--- src/rtl/gf180mcu_fd_io__pwr_seq.sv ---
// GF180MCU IO ring power sequencer: orders DVDD then VDD switch-on,
// holds pad isolation until both rails settle, reverses on power-down.
module gf180mcu_fd_io__pwr_seq #(
  parameter int SETTLE_CYC  = 16,
  parameter int TIMEOUT_CYC = 1024,
  parameter int CNT_W       = 11
) (
  input  logic       i_clk,
  input  logic       i_rst,
  input  logic       i_en,
  input  logic       i_dvdd_ok,
  input  logic       i_vdd_ok,
  output logic       o_dvdd_en,
  output logic       o_vdd_en,
  output logic       o_iso,
  output logic       o_ready,
  output logic       o_fault,
  output logic [2:0] o_state
);

  typedef enum logic [2:0] {
    S_OFF     = 3'd0,
    S_DV_UP   = 3'd1,
    S_CORE_UP = 3'd2,
    S_RELEASE = 3'd3,
    S_ON      = 3'd4,
    S_ISO_SET = 3'd5,
    S_CORE_DN = 3'd6,
    S_FLT     = 3'd7
  } state_t;

  localparam logic [CNT_W-1:0] SETTLE_LAST = CNT_W'(SETTLE_CYC - 1);
  localparam logic [CNT_W-1:0] TMO_LAST    = CNT_W'(TIMEOUT_CYC - 1);

  state_t           r_state;
  state_t           w_nxt;
  logic [CNT_W-1:0] r_scnt;
  logic [CNT_W-1:0] r_tcnt;
  logic             r_dv_s1;
  logic             r_dv_s2;
  logic             r_vd_s1;
  logic             r_vd_s2;
  logic             r_dvdd_en;
  logic             r_vdd_en;
  logic             r_iso;
  logic             r_ready;
  logic             r_fault;
  logic             w_settle_ok;
  logic             w_settle_done;
  logic             w_tmo_done;
  logic             w_dvdd_en;
  logic             w_vdd_en;
  logic             w_iso;
  logic             w_ready;
  logic             w_fault;

  always_ff @(posedge i_clk or posedge i_rst) begin
    if (i_rst) begin
      r_dv_s1 <= 1'b0;
      r_dv_s2 <= 1'b0;
      r_vd_s1 <= 1'b0;
      r_vd_s2 <= 1'b0;
    end else begin
      r_dv_s1 <= i_dvdd_ok;
      r_dv_s2 <= r_dv_s1;
      r_vd_s1 <= i_vdd_ok;
      r_vd_s2 <= r_vd_s1;
    end
  end

  // Ramp states watch their rail; the fixed dwell states count freely.
  always_comb begin
    w_settle_ok = 1'b0;
    unique case (r_state)
      S_DV_UP:   w_settle_ok = r_dv_s2;
      S_CORE_UP: w_settle_ok = r_dv_s2 & r_vd_s2;
      S_RELEASE,
      S_ISO_SET,
      S_CORE_DN: w_settle_ok = 1'b1;
      default:   w_settle_ok = 1'b0;
    endcase
  end

  assign w_settle_done = w_settle_ok && (r_scnt == SETTLE_LAST);
  assign w_tmo_done    = (r_tcnt == TMO_LAST);

  always_comb begin
    w_nxt = r_state;
    unique case (r_state)
      S_OFF: begin
        if (i_en) w_nxt = S_DV_UP;
      end
      S_DV_UP: begin
        if (!i_en)              w_nxt = S_ISO_SET;
        else if (w_settle_done) w_nxt = S_CORE_UP;
        else if (w_tmo_done)    w_nxt = S_FLT;
      end
      S_CORE_UP: begin
        if (!i_en)              w_nxt = S_ISO_SET;
        else if (w_settle_done) w_nxt = S_RELEASE;
        else if (w_tmo_done)    w_nxt = S_FLT;
      end
      S_RELEASE: begin
        if (!i_en)              w_nxt = S_ISO_SET;
        else if (w_settle_done) w_nxt = S_ON;
      end
      S_ON: begin
        if (!r_dv_s2 || !r_vd_s2) w_nxt = S_FLT;
        else if (!i_en)           w_nxt = S_ISO_SET;
      end
      S_ISO_SET: begin
        if (w_settle_done) w_nxt = S_CORE_DN;
      end
      S_CORE_DN: begin
        if (w_settle_done) w_nxt = S_OFF;
      end
      S_FLT: begin
        if (!i_en) w_nxt = S_OFF;
      end
    endcase
  end

  // Decode from next state so outputs register alongside the state.
  always_comb begin
    w_dvdd_en = 1'b0;
    w_vdd_en  = 1'b0;
    w_iso     = 1'b1;
    w_ready   = 1'b0;
    w_fault   = 1'b0;
    unique case (w_nxt)
      S_OFF:     ;
      S_DV_UP:   w_dvdd_en = 1'b1;
      S_CORE_UP,
      S_RELEASE,
      S_ISO_SET: begin
        w_dvdd_en = 1'b1;
        w_vdd_en  = 1'b1;
      end
      S_ON: begin
        w_dvdd_en = 1'b1;
        w_vdd_en  = 1'b1;
        w_iso     = 1'b0;
        w_ready   = 1'b1;
      end
      S_CORE_DN: w_dvdd_en = 1'b1;
      S_FLT:     w_fault   = 1'b1;
    endcase
  end

  always_ff @(posedge i_clk or posedge i_rst) begin
    if (i_rst) begin
      r_state   <= S_OFF;
      r_scnt    <= '0;
      r_tcnt    <= '0;
      r_dvdd_en <= 1'b0;
      r_vdd_en  <= 1'b0;
      r_iso     <= 1'b1;
      r_ready   <= 1'b0;
      r_fault   <= 1'b0;
    end else begin
      r_state   <= w_nxt;
      r_dvdd_en <= w_dvdd_en;
      r_vdd_en  <= w_vdd_en;
      r_iso     <= w_iso;
      r_ready   <= w_ready;
      r_fault   <= w_fault;
      if (w_nxt != r_state) begin
        r_scnt <= '0;
        r_tcnt <= '0;
      end else begin
        if (!w_settle_ok)     r_scnt <= '0;
        else if (r_scnt != '1) r_scnt <= r_scnt + 1'b1;
        if (r_tcnt != '1)     r_tcnt <= r_tcnt + 1'b1;
      end
    end
  end

  assign o_dvdd_en = r_dvdd_en;
  assign o_vdd_en  = r_vdd_en;
  assign o_iso     = r_iso;
  assign o_ready   = r_ready;
  assign o_fault   = r_fault;
  assign o_state   = r_state;

endmodule

--- config.mk ---
export PLATFORM = sky130hd
export DESIGN_NAME = gf180mcu_fd_io__pwr_seq
export DESIGN_NICKNAME = d
export VERILOG_FILES = /design/src/rtl/gf180mcu_fd_io__pwr_seq.sv
export SDC_FILE = /design/constraint.sdc
export NUM_CORES = 1
export LEC_CHECK = 0
export ABC_AREA = 1
export CAP_MARGIN = 5
export CORE_MARGIN = 4
export CORE_UTILIZATION = 60
export CTS_BUF_LIST = sky130_fd_sc_hd__clkbuf_4
export DETAILED_ROUTE_END_ITERATION = 6
export GPL_TIMING_DRIVEN = 0
export PLACE_DENSITY_LB_ADDON = 0.08
export SLEW_MARGIN = 5
export SYNTH_ARGS = -nofsm -noshare
export SYNTH_HDL_FRONTEND = slang
export SYNTH_SLANG_ARGS = --single-unit
--- constraint.sdc ---
create_clock -name i_clk -period 5.7 [get_ports i_clk]
set_input_delay 1.14 -clock i_clk [delete_from_list [all_inputs] [get_ports i_clk]]
set_output_delay 1.14 -clock i_clk [all_outputs]
set_load 0.02 [all_outputs]
Yosys cells after proc, flatten, opt, wreduce, memory -nomap -nowiden

Cells that the tools add are included.

Bits of input ports: 5
Register bits after elaboration: 34

Bitwise logic cells: 1
Reductions and logical operators: 9
Add/subtract/negate cells: 2
Equal/unequal tests: 20
Mux-type cells: 25

Operators with widths:

| kind                  | count |
|---|---|
| $mux 11               | 5 |
| $mux 3                | 13 |
| $eq 3x3->1 const B    | 8 |
| $pmux 3 s8            | 1 |
| $add 11x1->11 const B | 2 |
| $ne 11x11->1 const B  | 2 |
| $eq 3x2->1 const B    | 4 |
| $eq 11x10->1 const B  | 1 |
| $eq 11x4->1 const B   | 1 |
| $eq 3x1->1 const B    | 2 |
| $reduce_or 6->1       | 1 |
| $mux 1                | 5 |
| $reduce_or 4->1       | 1 |
| $logic_not 3->1       | 1 |
| $ne 3x1->1 const B    | 1 |
| $ne 3x3->1            | 1 |
| $pmux 1 s3            | 1 |
| $reduce_or 3->1       | 1 |
| $logic_not 1->1       | 2 |
| $reduce_bool 2->1     | 1 |
| $and 1x1->1           | 1 |
| $logic_and 1x1->1     | 1 |
| $logic_or 1x1->1      | 1 |

Longest topological paths before layout

Gate-level depths: netlist (run 1).

Word-level depth: 10
Depth in mapped cells: 16
Mapped depth without buffers: 14

Least setup slack after synthesis (run 1)

OpenSTA, ideal clock, no wires.

Kind: input -> register
Start point: input i_en
End point: register r_tcnt[10]
Required time: 5.627 ns
Cell stages on the path: 11
Path buffers: 1
Path slack: 3.447 ns
Arrival time: 2.180 ns
Cell sequence: inv_1 > o31ai_1 > nand2_1 > a21oi_2 > nand3_2 > nand2_2 > nand2_1 > nand2_2 > nand3_2 > buf_6 > a21oi_2

Longest elaborated chain between the ends: 5

Ends and longest elaborated chain:

| element                                      | RTL line | text |
|---|---|---|
| start, declared                              | 10       | `input logic i_en,` |
| $mux 3                                       | 109      | `else if (!i_en) w_nxt = S_ISO_SET;` |
| $mux 3                                       | 108      | `if (!r_dv_s2 \|\| !r_vd_s2) w_nxt = S_FLT;` |
| $pmux 3 s8 (*)                               | 89       | `unique case (r_state)` |
| $ne 3x3->1 (*)                               | 167      | `if (w_nxt != r_state) begin` |
| $mux 11 or $reduce_bool 2->1 (tied branches) | -        |  |
| end signal, assigned                         | 173      | `if (r_tcnt != '1) r_tcnt <= r_tcnt + 1'b1;` |
| end, declared                                | 38       | `logic [CNT_W-1:0] r_tcnt;` |

Mark *: on every way between the ends. The rest lies on a longest branch, timed or not.
A chain may end at the register's enable or synchronous reset.

Final worst setup path (run 1)

Start point: input i_en
End point: register r_scnt[8]

Longest elaborated chain between the ends: 5

Ends and longest elaborated chain:

| element                                         | RTL line | text |
|---|---|---|
| $mux 3                                          | 109      |  |
| $mux 3                                          | 108      |  |
| $pmux 3 s8 (*)                                  | 89       |  |
| $ne 3x3->1 (*)                                  | 167      |  |
| $ne 3x1->1 (no line) or $mux 11 (tied branches) | -        |  |
| end signal, assigned                            | 172      | `else if (r_scnt != '1) r_scnt <= r_scnt + 1'b1;` |
| end, declared                                   | 37       | `logic [CNT_W-1:0] r_scnt;` |

Marked as above.

==> results of run 1 <==
## power by group
part	leakage (nW)	switching (mW)	total (mW)	internal, mW
logic	0.526	0.287	0.458	0.170
registers	0.447	0.0279	0.305	0.277
clock network	0.0463	0.0738	0.176	0.103
total	1.02	0.389	0.939	0.550
## sequential cells by signal, indices dropped and copies added (netlist names)
register	cells
r_scnt	11
r_dv_s2	1
o_ready	1
r_vd_s2	1
o_state	3
r_vd_s1	1
o_vdd_en	1
r_dv_s1	1
o_fault	1
r_tcnt	11
o_iso	1
o_dvdd_en	1
## worst max-delay path: cells and delay by family
| kind | cells | cell delay [ns] |
|---|---|---|
| buffers and inverters | 3 | 0.94 |
| and+or+nand+nor | 7 | 0.62 |
| AOI/OAI and AO/OA | 2 | 0.38 |
## per-layer routing
layer | wire, µm | part of all wire [%] | up-vias
li1 | - | - | 778
met1 | 1550 | 44 | 716
met2 | 1760 | 50 | 35
met3 | 161 | 4.6 | 5
met4 | 25 | 0.71 | 0
met5 | 0 | 0 | -
## placed cells by master (no fill, tap or decap), types with 4 or more instances in the layout
| cell | Yosys | layout |
|---|---|---|
| nand2_1 | 36 | 36 |
| a21oi_1 | 4 | 4 |
| inv_1 | 33 | 32 |
| buf_6 | 4 | 4 |
| dfrtp_1 | 33 | 33 |
| o21ai_0 | 8 | 8 |
| clkbuf_4 | 0 | 7 |
| clkdlybuf4s50_1 | 0 | 12 |
| xor2_1 | 9 | 9 |
| nor2_1 | 21 | 21 |
| nor2_2 | 21 | 21 |
| nand3_1 | 22 | 22 |
| nand2_2 | 8 | 8 |
| nand4_1 | 4 | 4 |
| nor3_1 | 4 | 4 |
## logic make-up after synthesis
| family | after synthesis | synth area share (%) |
|---|---|---|
| AO/OA/AOI/OAI | 20 | 6.14 |
| flip-flops | 34 | 44.0 |
| adder cells (fa/ha/maj) | 2 | 1.29 |
| AND/OR/NAND/NOR | 126 | 33.8 |
| buffers and inverters | 40 | 9.30 |
| XOR/XNOR | 11 | 4.97 |
| multiplexers | 1 | 0.517 |
## cells in the mapped netlist
master     n  area (µm²)
a21oi_2    3        26.3
nor3_2     1        10.0
ha_1       2        25.0
buf_6      4        45.0
xnor2_1    2        17.5
nand3b_1   1        7.51
nand2_4    1        11.3
nand3_2    3        30.0
nor2_2    21         131
nand2_2    8        50.1
nand2_1   36         135
dfstp_2    1        26.3
inv_1     33         124
xor2_1     9        78.8
a21oi_1    4        20.0
nand3_1   22         110
inv_2      2        7.51
clkinv_1   1        3.75
nor3_1     4        20.0
nand4_2    3        37.5
nor3b_1    1        7.51
o31ai_1    1        7.51
nor2_1    21        78.8
o21bai_1   2        15.0
mux2i_1    1        10.0
o21ai_1    2        10.0
o21ai_0    8        40.0
nand4_1    4        25.0
dfrtp_1   33         826
## worst max path at each step
stage	startpoint	endpoint	slack, ns	depth (start not counted)
3_3_place_gp	i_en	r_scnt[9]	2.58	12
3_5_place_dp	i_en	r_scnt[4]	2.54	12
5_1_grt	i_en	r_scnt[4]	2.73	12
2_1_floorplan	i_en	r_tcnt[10]	3.45	11
6_report	i_en	r_scnt[8]	2.89	12
4_1_cts	i_en	r_scnt[4]	2.89	12
## per-stage QoR
step | hold slack [ns] | util (%)
CTS | 0.365 | 71.3
global route | 0.387 | 71.3
finish | 0.358 | 71.3
detailed placement | 0.342 | 68.6
global placement | 0.334 | 68.6
floorplan | 0.331 | -
## final cells by class
class	instances	area share, %
multi-input cells	160	41.2
flip-flops and latches	34	38.8
inverters	36	6.16
repair buffers	12	5.47
well taps	44	2.51
clock buffers	7	2.39
plain buffers	4	2.05
clock inverters	1	1.37
==> flow_summary.yaml, run 1 <==
cells_and_area:
  syn2layout_area_growth_pct: 13.3
  diodes: 0
  nets: 260
  seq_area_um2: 852
  design_area_mm2: 0.00219
  fillers: 274
  drive_gt1_share_pct: 22.0
  final_cells: 298
  multi_input_area_um2: 905
drt:
  drcViolationCount: 0
  avgRoutedWirePerCell_um: 11.7
  vias: 1534
  drt-initial-drc-count: 85
  drt_wl_total_mm: 3.50
  ant_nets: 0
  drtPass1Iterations: 4
  viasPerCell: 5.15
synthesis:
  syn_area_mm2: 0.00194
  seq_area_frac_synth_pct: 44.0
  syn_nets: 241
  synth_cells: 234
  ys_warn_count: 0
  synth_cell_type_count: 29
  synth-seq-cells: 34
  avgSynthCellArea_um2: 8.28
clocking:
  cts_setup_buffers: 0
  clock_latency_ns: 0.33
  cts_tree: "built"
  clockRootBuffer: "clkbuf_4"
  numCtsBuffers: 5
  clk_pin_slew_worst_paths_ns: 0.09
  cts_sinks: 34
  ctsLongestPathBuffers: 2
  hold_buffers: 0
  cts_resized: 0
  htree_levels: 2
worst_hold_path:
  min_path_type: "reg -> reg"
  hold_depth: 0
  hp-start: "r_vd_s1"
  hold_end: "r_vd_s2"
sta:
  finalCriticalPeriod_ns: 2.81
  maxSlewHeadroom_pct: 54.8
  maxSlewViolCount: 0
  fin_setup_tns_ns: 0
  rsz0062_at_grt: "no"
  fin_skew_ns: 0.0150
  min_period_over_period_pct: 49.4
  setup_violations: 0
  fmaxAchievable_mhz: 355
  hold_violations: 0
  layout_setup_ws_ns: 2.89
  tightest_slew_ns: 0.677
grt:
  grt_use_met3_pct: 5.03
  grt_use_met2_pct: 34.0
  grt-ovfl-total: 0
  grt_usage_pct: 19.7
  grt_max_degree: 35
  grt_pass1_vias: 1471
  antenna_found_initial: 0
  grtUsageMet1_pct: 24.0
  top_usage_layer: "met2"
  grt_pass1_wl_mm: 6.40
die:
  core_area_mm2: 0.00308
  die_w_um: 64.8
  io-pin-count: 13
  dieArea_mm2: 0.00420
  start_util_pct: 62.9
  fp.dieH_um: 64.8
  rows: 20
critical_path:
  end_kind: "register"
  r2r_cells: 11
  worst_path_max_delay_cell: "clkdlybuf4s50_1"
  crit_arrival_ns: 3.08
  reg2reg_slack_ns: 3.49
  required_ns: 5.96
  crit_path_max_incr_delay_ns: 0.62
  r2r-end: "r_scnt[5]"
  startpoint_type: "primary input"
  crit_type: "in -> reg"
  cp_cell_sequence: "clkdlybuf4s50_1 -> inv_1 -> o31ai_1 -> nand2_1 -> a21oi_2 -> nand3_2 -> nand2_2 -> nand2_1 -> nand2_2 -> nand4_2 -> buf_6 -> nor2_2"
  rr_startpoint: "r_scnt[0]"
  critPathMaxFanout: 10
placement:
  dp_hpwl_mm: 2.40
  pre_cts_ws_ns: 2.54
  gp_congestion: 0.876
  placed_area_mm2: 0.00211
  portBuffers: 12
  dp.cells: 290
pwr:
  powerDensity_mw_per_mm2: 428
  max-vdd-ir-drop_uv: 195
  finalPower_mw: 0.939
  cellLeakagePower_nw: 1.02
run:
  maxCapViolCount: 0
status:
  status: "completed"
No activity file was read; power rests on OpenSTA's default activity.
==> inputs of run 2 (changes only) <==
--- a/config.mk
+++ b/config.mk
@@ -8,7 +8,7 @@
 export ABC_AREA = 1
 export CAP_MARGIN = 5
 export CORE_MARGIN = 4
-export CORE_UTILIZATION = 60
+export CORE_UTILIZATION = 55
 export CTS_BUF_LIST = sky130_fd_sc_hd__clkbuf_4
 export DETAILED_ROUTE_END_ITERATION = 6
 export GPL_TIMING_DRIVEN = 0
==> constraint.sdc (replaced) <==
create_clock -name i_clk -period 2.5 [get_ports i_clk]
set_input_delay 0.5 -clock i_clk [delete_from_list [all_inputs] [get_ports i_clk]]
set_output_delay 0.5 -clock i_clk [all_outputs]
set_load 0.02 [all_outputs]
==> run 2 against run 1 <==
Total power up 110%. Global-route usage down 1.6 points. Combinational power rose by 130%. Setup slack got worse by 2.6 ns. Register-to-register slack got worse by 3.2 ns. Routed wire length down 4.8%. Sequential power increased by 130%. Critical path type is now reg -> reg. Largest cell class unchanged.
==> flow_summary.yaml, run 2 (synthesis gave the netlist of run 1 again) <==
status:
  status: "completed"
cells_and_area:
  drive_gt1_share_pct: 21.7
  final_cell_mix: "36 x nand2_1, 33 x dfrtp_1, 32 x inv_1"
  final_common_cell: "nand2_1"
  syn2layout_area_growth_pct: 11.6
  diodes: 0
  nets: 260
  fin_util_pct: 64.3
  final_cells: 299
sta:
  maxSlewViolCount: 0
  hold_violations: 0
  layout_setup_ws_ns: 0.271
  tightest_slew_ns: 0.681
  maxSlewHeadroom_pct: 54.5
  fin_skew_ns: 0.0161
  finalCriticalPeriod_ns: 2.23
  min_period_over_period_pct: 89.2
  setup_violations: 0
  fmaxAchievable_mhz: 449
  rsz0062_at_grt: "no"
pwr:
  p_sw_mw: 0.896
  cellLeakagePower_nw: 1.00
  comb_power_share_pct: 51.8
  max-vdd-ir-drop_uv: 541
  powerDensity_mw_per_mm2: 932
  p_clk_share_pct: 13.8
  internal_power_mw: 1.12
  swShare_pct: 44.4
  seq_power_share_pct: 34.4
grt:
  top_usage_layer: "met2"
  grt_use_met2_pct: 29.0
  grt_pass1_vias: 1431
  grt_pass1_wl_mm: 6.13
  antenna_found_initial: 0
  grt_usage_pct: 18.1
  grt_max_degree: 35
  grtUsageMet1_pct: 23.0
  grt-ovfl-total: 0
  grt_use_met3_pct: 5.99
drt:
  drt_wl_total_mm: 3.33
  viasPerCell: 5.11
  drcViolationCount: 0
  avgRoutedWirePerCell_um: 11.1
  vias: 1527
  drtPass1Iterations: 5
  ant_nets: 0
  drt-initial-drc-count: 95
critical_path:
  crit_arrival_ns: 2.45
  startpoint_type: "register"
  end_kind: "register"
  critPathMaxFanout: 10
  required_ns: 2.72
  crit_type: "reg -> reg"
run:
  maxCapViolCount: 0
clocking:
  clk_pin_slew_worst_paths_ns: 0.10
  clockRootBuffer: "clkbuf_4"
  cts_resized: 0
  cts_sinks: 34
  clock_latency_ns: 0.34
  hold_buffers: 0
  cts_tree: "built"
  cts_setup_buffers: 0
  numCtsBuffers: 5
  ctsLongestPathBuffers: 2
  htree_levels: 2
die:
  rows: 21
  start_util_pct: 57.6
  die_w_um: 67.3
  core_area_mm2: 0.00336
  io-pin-count: 13
  dieArea_mm2: 0.00453
  fp.dieH_um: 67.3
placement:
  pre_cts_ws_ns: -0.0138
  dp_hpwl_mm: 2.43
  dp.cells: 292
  gp_congestion: 0.869
  portBuffers: 12
worst_hold_path:
  min_path_type: "reg -> reg"
run 2: cell types whose count changed in the layout (fill, tap and decap cells not counted):
| cell | change |
|---|---|
| clkbuf_4 | -2 |
| clkinv_2 | +2 |
| bufinv_16 | -1 |
run 2: worst max-delay path: stages (launching register included):
cell,delay [ns]
dfrtp_1,0.40
ha_1,0.19
nand3_1,0.16
nor3_2,0.35
nand2_4,0.15
a21oi_1,0.18
nand4_2,0.17
nand2_1,0.12
nand2_2,0.07
nand4_2,0.11
buf_6,0.18
nor2_2,0.04
run 2: final timing paths:
path	start	end	slack [ns]	depth (start not counted)
max in group asynchronous	i_rst	o_dvdd_en	1.48	2
min reg2reg	r_vd_s1	r_vd_s2	0.36	0
max	r_scnt[0]	r_scnt[9]	0.27	11
min	r_vd_s1	r_vd_s2	0.36	0
min in group asynchronous	i_rst	r_tcnt[6]	0.57	2
max reg2reg	r_scnt[0]	r_scnt[9]	0.27	11
run 2: layout make-up:
class / instances / area [µm²]
fillers: 325 / 1200
multi-input cells: 160 / 905
flip-flops and latches: 34 / 852
inverters: 36 / 135
repair buffers: 12 / 120
well taps: 46 / 57.6
plain buffers: 4 / 45.0
clock buffers: 5 / 37.5
clock inverters: 2 / 10.0
run 2: layer usage:
layer | vias to the layer above | share of wire [%]
met1 | 722 | 47
met3 | 4 | 3.9
met4 | 0 | 0.93
li1 | 776 | -
met2 | 25 | 48
met5 | - | 0
run 2: power groups by stage:
stage | clock [mW] | combinational (mW) | sequential [mW]
after floorplan | 0 | 0.737 | 0.755
final | 0.278 | 1.04 | 0.693
after detailed placement | 0 | 1.05 | 0.704
after global placement | 0 | 1.04 | 0.702
after global routing | 0.318 | 1.16 | 0.702
after CTS | 0.292 | 1.06 | 0.694
run 2: through the flow:
step           TNS (ns)  hold slack (ns)  area (µm²)  total power [mW]
2_1_floorplan         0            0.331        1940              1.49
3_3_place_gp          0            0.334        2110              1.74
3_5_place_dp    -0.0701            0.335        2110              1.76
4_1_cts               0            0.357        2160              2.04
5_1_grt               0            0.369        2160              2.18
6_report              0            0.355        2160              2.02
==> patch 1 (flow settings as in run 2) <==
The parameter `CNT_W` goes from 11 to 13.
--- a/src/rtl/gf180mcu_fd_io__pwr_seq.sv
+++ b/src/rtl/gf180mcu_fd_io__pwr_seq.sv
@@ -5,3 +5,3 @@
   parameter int TIMEOUT_CYC = 1024,
-  parameter int CNT_W       = 11
+  parameter int CNT_W       = 13
 ) (
Function: no difference found for any inputs over 10 cycles, from zero or initial values and one cycle with i_rst high; that may be too few to reach the edited logic, so the function may still have changed.
==> patch 1 against run 2 <==
Sequential cell count rose by 4. Via count rose by 15%. Maximum frequency shrank 0.72%. Synthesized cell count increased by 18%. Setup slack got worse by 16 ps. Power rose by 19%. Final area up 16%. Final cell count is 16% higher. Routed wire length increased by 19%. Area after synthesis up 17%. Critical path type unchanged. Largest cell class unchanged.
==> patch 1: results (changes against run 2) <==
clocking:
  cts_htree_levels: 2  # unchanged
  max-clock-path-buffers: 2  # unchanged
  clk_pin_slew_ps: 120  # +20 ps
  cts_buffers: 5  # unchanged
synth:
  ys_top_cells_by_count: "nand2_1 (42), nor2_1 (40), dfrtp_1 (37)"
  avgSynthCellArea_um2: 8.19  # -1.0%
  synth_async_sr_flop_share_pct: 100  # unchanged
  synth_cell_type_count: 34  # +17%
  syn-num-nets: 284  # +18%
  yosysSeqAreaShare_pct: 42.0  # -2.0 points
  yosysWarnings: 0  # unchanged
  synth_area_leaders: "dfrtp_1 (41%), nand2_1 (6.9%), nor2_1 (6.6%), nand3_1 (6.0%), nor2_4 (6.0%)"
placement:
  place_congestion: 0.897  # +3.3%
  post-dp-hpwl_um: 3010  # +24%
  dp_cells: 338  # +16%
  place_area_um2: 2440  # +16%
  io_buffers: 11  # -1
min_path:
  min_from: "r_vd_s1"
  min_delay_path_depth: 0  # unchanged
worst_setup_path:
  critical_path.top_delay_family: "simple AND/OR/NAND/NOR gates"
  r2r_setup_slack_ps: 250  # -20 ps
  critical_path.max_fanout: 10  # unchanged
  reg2regPathDepth: 15  # +4
  crit_arrival_ps: 2470  # +20 ps
  r2r-end: "r_tcnt[9]"
global_routing:
  antenna_found_initial: 0  # unchanged
  grt_pass1_wl_um: 7620  # +24%
  grt_max_degree: 39  # +11%
  grt_pass1_vias: 1673  # +17%
  gr-total-overflow: 0  # unchanged
  grt_usage_pct: 18.6  # +0.54 points
layout:
  nNetsFinal: 302  # +16%
  nFillCells: 370  # +14%
  layout-drive-gt1-share_pct: 20.3  # -1.5 points
pwr:
  p_leak_nw: 1.14  # +13%
  ir_drop_uv: 520  # -3.9%
detailed_routing:
  dr.pass1.iters: 4  # -1
  post_drt_wl_per_cell_um: 11.5  # +3.3%
  drt-initial-drc-count: 133  # +40%
  wl_um: 3980  # +19%
  vias: 1753  # +15%
sta:
  tightestPinTransition_ps: 769  # +88.4 ps
  fin_skew_ps: 14.8  # -1.28 ps
status:
  status: "finished, final reports clean"
[patch 1: cell types whose count changed after synthesis, moves of 4 or more]
cell / delta
dfrtp_1: +4
nand3_1: +5
nor2_4: +12
nor2_1: +19
nor2_2: -8
nand2_1: +6
[patch 1: kinds of logic (layout without fill, tap and decap cells)]
family / Yosys count / count (layout) / share of synthesized area (%)
compound gates: 21 / 21 / 5.02
xor+xnor: 11 / 11 / 4.24
fa+ha+maj: 2 / 2 / 1.10
buf+inv: 41 / 60 / 8.99
flops: 38 / 38 / 42.0
mux: 1 / 1 / 0.441
simple gates: 163 / 163 / 38.3
[patch 1: final cells by class]
cell class / count / area [um^2] / area share [%]
multi-input combinational: 198 / 1110 / 44.6
sequential: 38 / 952 / 38.1
inverter: 35 / 134 / 5.36
timing repair buffer: 11 / 110 / 4.41
buffer: 6 / 70.1 / 2.81
tap: 50 / 62.6 / 2.51
clock buffer: 6 / 45.0 / 1.80
clock inverter: 2 / 10.0 / 0.401
[patch 1: power by group]
group	switching, mW	total, mW	leakage (nW)	internal, mW
clock	0.199	0.317	0.0354	0.118
sequential	0.0367	0.730	0.502	0.694
combinational	0.859	1.34	0.601	0.483
total	1.09	2.39	1.14	1.30
[patch 1: worst max-delay path by stage]
stage                     from         end  slack [ps]
floorplan           o_state[2]   r_scnt[2]         500
global placement         i_rst  o_state[1]         320
detailed placement   r_scnt[0]   r_tcnt[9]         270
CTS                  r_scnt[0]   r_tcnt[9]         240
global route         r_scnt[0]   r_tcnt[3]          10
finish               r_scnt[0]   r_tcnt[9]         250
[patch 1: through the flow]
stage	worst slack [ps]	hold WS (ps)
CTS	237	367
finish	254	366
detailed placement	271	339
global route	10.1	395
floorplan	505	331
global placement	324	336
[patch 1: routing by layer]
layer	vias up	part of all wire, %	GRT usage, %
met5	-	0	0
met4	0	1.9	6.47
met3	7	5.8	4.71
met2	40	46	28.7
met1	793	46	25.6
li1	913	-	-
==> patch 2 (settings of run 2) <==
Made on the original files. Register the output `o_fault` once more, cleared by the reset; this adds one clock of latency there. The other outputs are not delayed to match.
--- a/src/rtl/gf180mcu_fd_io__pwr_seq.sv
+++ b/src/rtl/gf180mcu_fd_io__pwr_seq.sv
@@ -181,3 +181,9 @@
   assign o_ready   = r_ready;
-  assign o_fault   = r_fault;
+  always_ff @(posedge i_clk or posedge i_rst) begin
+    if (i_rst) begin
+      o_fault <= '0;
+    end else begin
+      o_fault <= r_fault;
+    end
+  end
   assign o_state   = r_state;
Check against the original RTL: no difference found for any inputs over 10 cycles, from zero or initial values and one cycle with i_rst high; that may be too few to reach the edited logic, so the function may still have changed.
==> patch 2 against run 2 <==
Critical path depth did not move. Combinational power fell by 8%. Power rose by 2.5%. Global-route usage fell by 0.077 points. Area after synthesis fell by 2.6%. Sequential share of layout area rose by 1.5 points. Final area fell by 0.75%. Sequential cell count rose by 1. Sequential power rose by 2%. Synthesized cell count fell by 4.3%. Setup slack improved by 180 ps. Routed wire length fell by 3.4%.
==> patch 2: results (changes against run 2) <==
detailed_routing:
  viasPerCell: 5.04  # -1.4%
  drt-initial-drc-count: 118  # +24%
  wl_met3_um: 108  # -16%
  top_layer_used: "met4"
  wl_um: 3220  # -3.4%
  wl_met1_um: 1470  # -6.1%
  dr.pass1.iters: 4  # -1
  wl_met2_um: 1590  # -0.62%
placement:
  io_buffers: 12  # unchanged
  place_area_um2: 2060  # -2.4%
  place_congestion: 0.878  # +1.1%
  post-dp-hpwl_um: 2370  # -2.2%
clocking:
  max-clock-path-buffers: 2  # unchanged
  worstSkewPairLatency_ps: 330
  root_buffer: "clkbuf_4"
  cts_htree_levels: 2  # unchanged
  clk_pin_slew_ps: 110
  post_cts_resized: 0  # unchanged
synth:
  synthXorXnorAreaFrac_pct: 4.18  # -0.80 points
  synth_area_leaders: "dfrtp_1 (45%), nand2_1 (7.4%), nor2_2 (6.0%), inv_1 (5.8%), nand3_1 (5.6%)"
  synth_fa_ha_area_share_pct: 1.33  # +0.034 points
  yosysWarnings: 0  # unchanged
  syn-num-nets: 231  # -4.1%
  synth_mux_area_share_pct: 0.531  # +0.014 points
  synth_top_cell_area_share_pct: 45.1  # +2.5 points
  ys_top_cells_by_count: "nand2_1 (37), dfrtp_1 (34), inv_1 (29)"
  synth_compound_area_share_pct: 7.23  # +1.1 points
  synth_ff_type: "dfrtp_1"
  yosysSeqAreaShare_pct: 46.5  # +2.5 points
min_path:
  hold_class: "register to register"
  min_from: "r_vd_s1"
layout:
  layout-drive-gt1-share_pct: 21.3  # -0.43 points
  nNetsFinal: 250  # -3.8%
  nFillCells: 283  # -13%
global_routing:
  use_met1_pct: 21.9  # -1.1 points
  antenna_found_initial: 0  # unchanged
  met3_usage_pct: 4.55  # -1.4 points
  grt_pass1_vias: 1459  # +2.0%
  grt_max_degree: 36  # +2.9%
  grt_pass1_wl_um: 6090  # -0.80%
  grt_usage_pct: 18.0  # -0.077 points
  use_met2_pct: 30.4  # +1.5 points
pwr:
  p_leak_nw: 0.980  # -2.4%
  ir_drop_uv: 480  # -11%
  cellPowerDensity_nw_per_um2: 963  # +3.2%
worst_setup_path:
  critical_path.max_fanout: 5  # -5
  r2r_start: "r_tcnt[0]"
  critPathKind: "register to register"
sta:
  tightestPinTransition_ps: 706  # +25.0 ps
  hold_slack_ps: 358  # +2.54 ps
  fin_skew_ps: 6.96  # -9.09 ps
status:
  status: "finished, final reports clean"
==> patch 2: logic make-up after synthesis <==
family	Yosys count
compound gates	23
xor+xnor	9
fa+ha+maj	2
buf+inv	35
flops	35
mux	1
simple gates	119
==> patch 2: layout make-up <==
| cell class | instances | share of cell area, % |
|---|---|---|
| well taps | 46 | 2.68 |
| clock buffers | 5 | 1.75 |
| repair buffers | 12 | 5.60 |
| plain buffers | 3 | 1.57 |
| multi-input cells | 154 | 39.9 |
| clock inverters | 3 | 2.04 |
| inverters | 32 | 5.60 |
| flip-flops and latches | 35 | 40.9 |
==> patch 2: final timing paths <==
path | end | slack (ps) | cells after the start
worst max-delay path | r_tcnt[9] | 450 | 11
worst min-delay path | r_vd_s2 | 360 | 0
worst max register to register | r_tcnt[9] | 450 | 11
worst min register to register | r_vd_s2 | 360 | 0
max in group asynchronous | r_scnt[8] | 1450 | 2
min in group asynchronous | o_fault | 590 | 2
==> patch 2: metrics by stage <==
| step | power, mW | instances | setup WS [ps] |
|---|---|---|---|
| 2_1_floorplan | 1.46 | 224 | 674 |
| 3_3_place_gp | 1.66 | 282 | 210 |
| 3_5_place_dp | 1.68 | 282 | 193 |
| 4_1_cts | 2.09 | 290 | 465 |
| 5_1_grt | 2.23 | 290 | 159 |
| 6_report | 2.07 | 290 | 452 |
==> patch 2: where the power goes <==
part / switching, mW / internal (mW) / total, mW
Combinational: 0.599 / 0.353 / 0.952
Sequential: 0.0587 / 0.650 / 0.708
Clock: 0.195 / 0.210 / 0.405
Total: 0.852 / 1.21 / 2.07
==> patch 2: worst max-delay path, stage by stage (launching register included) <==
cell and delay (ps):
dfrtp_1 420, ha_1 230, nand3_1 110, inv_1 80, nand2_1 90, nor2_1 70, nand2_1 180, nand3b_1 190
nor2_1 230, nand3_1 110, xor2_1 180, nor2_2 60
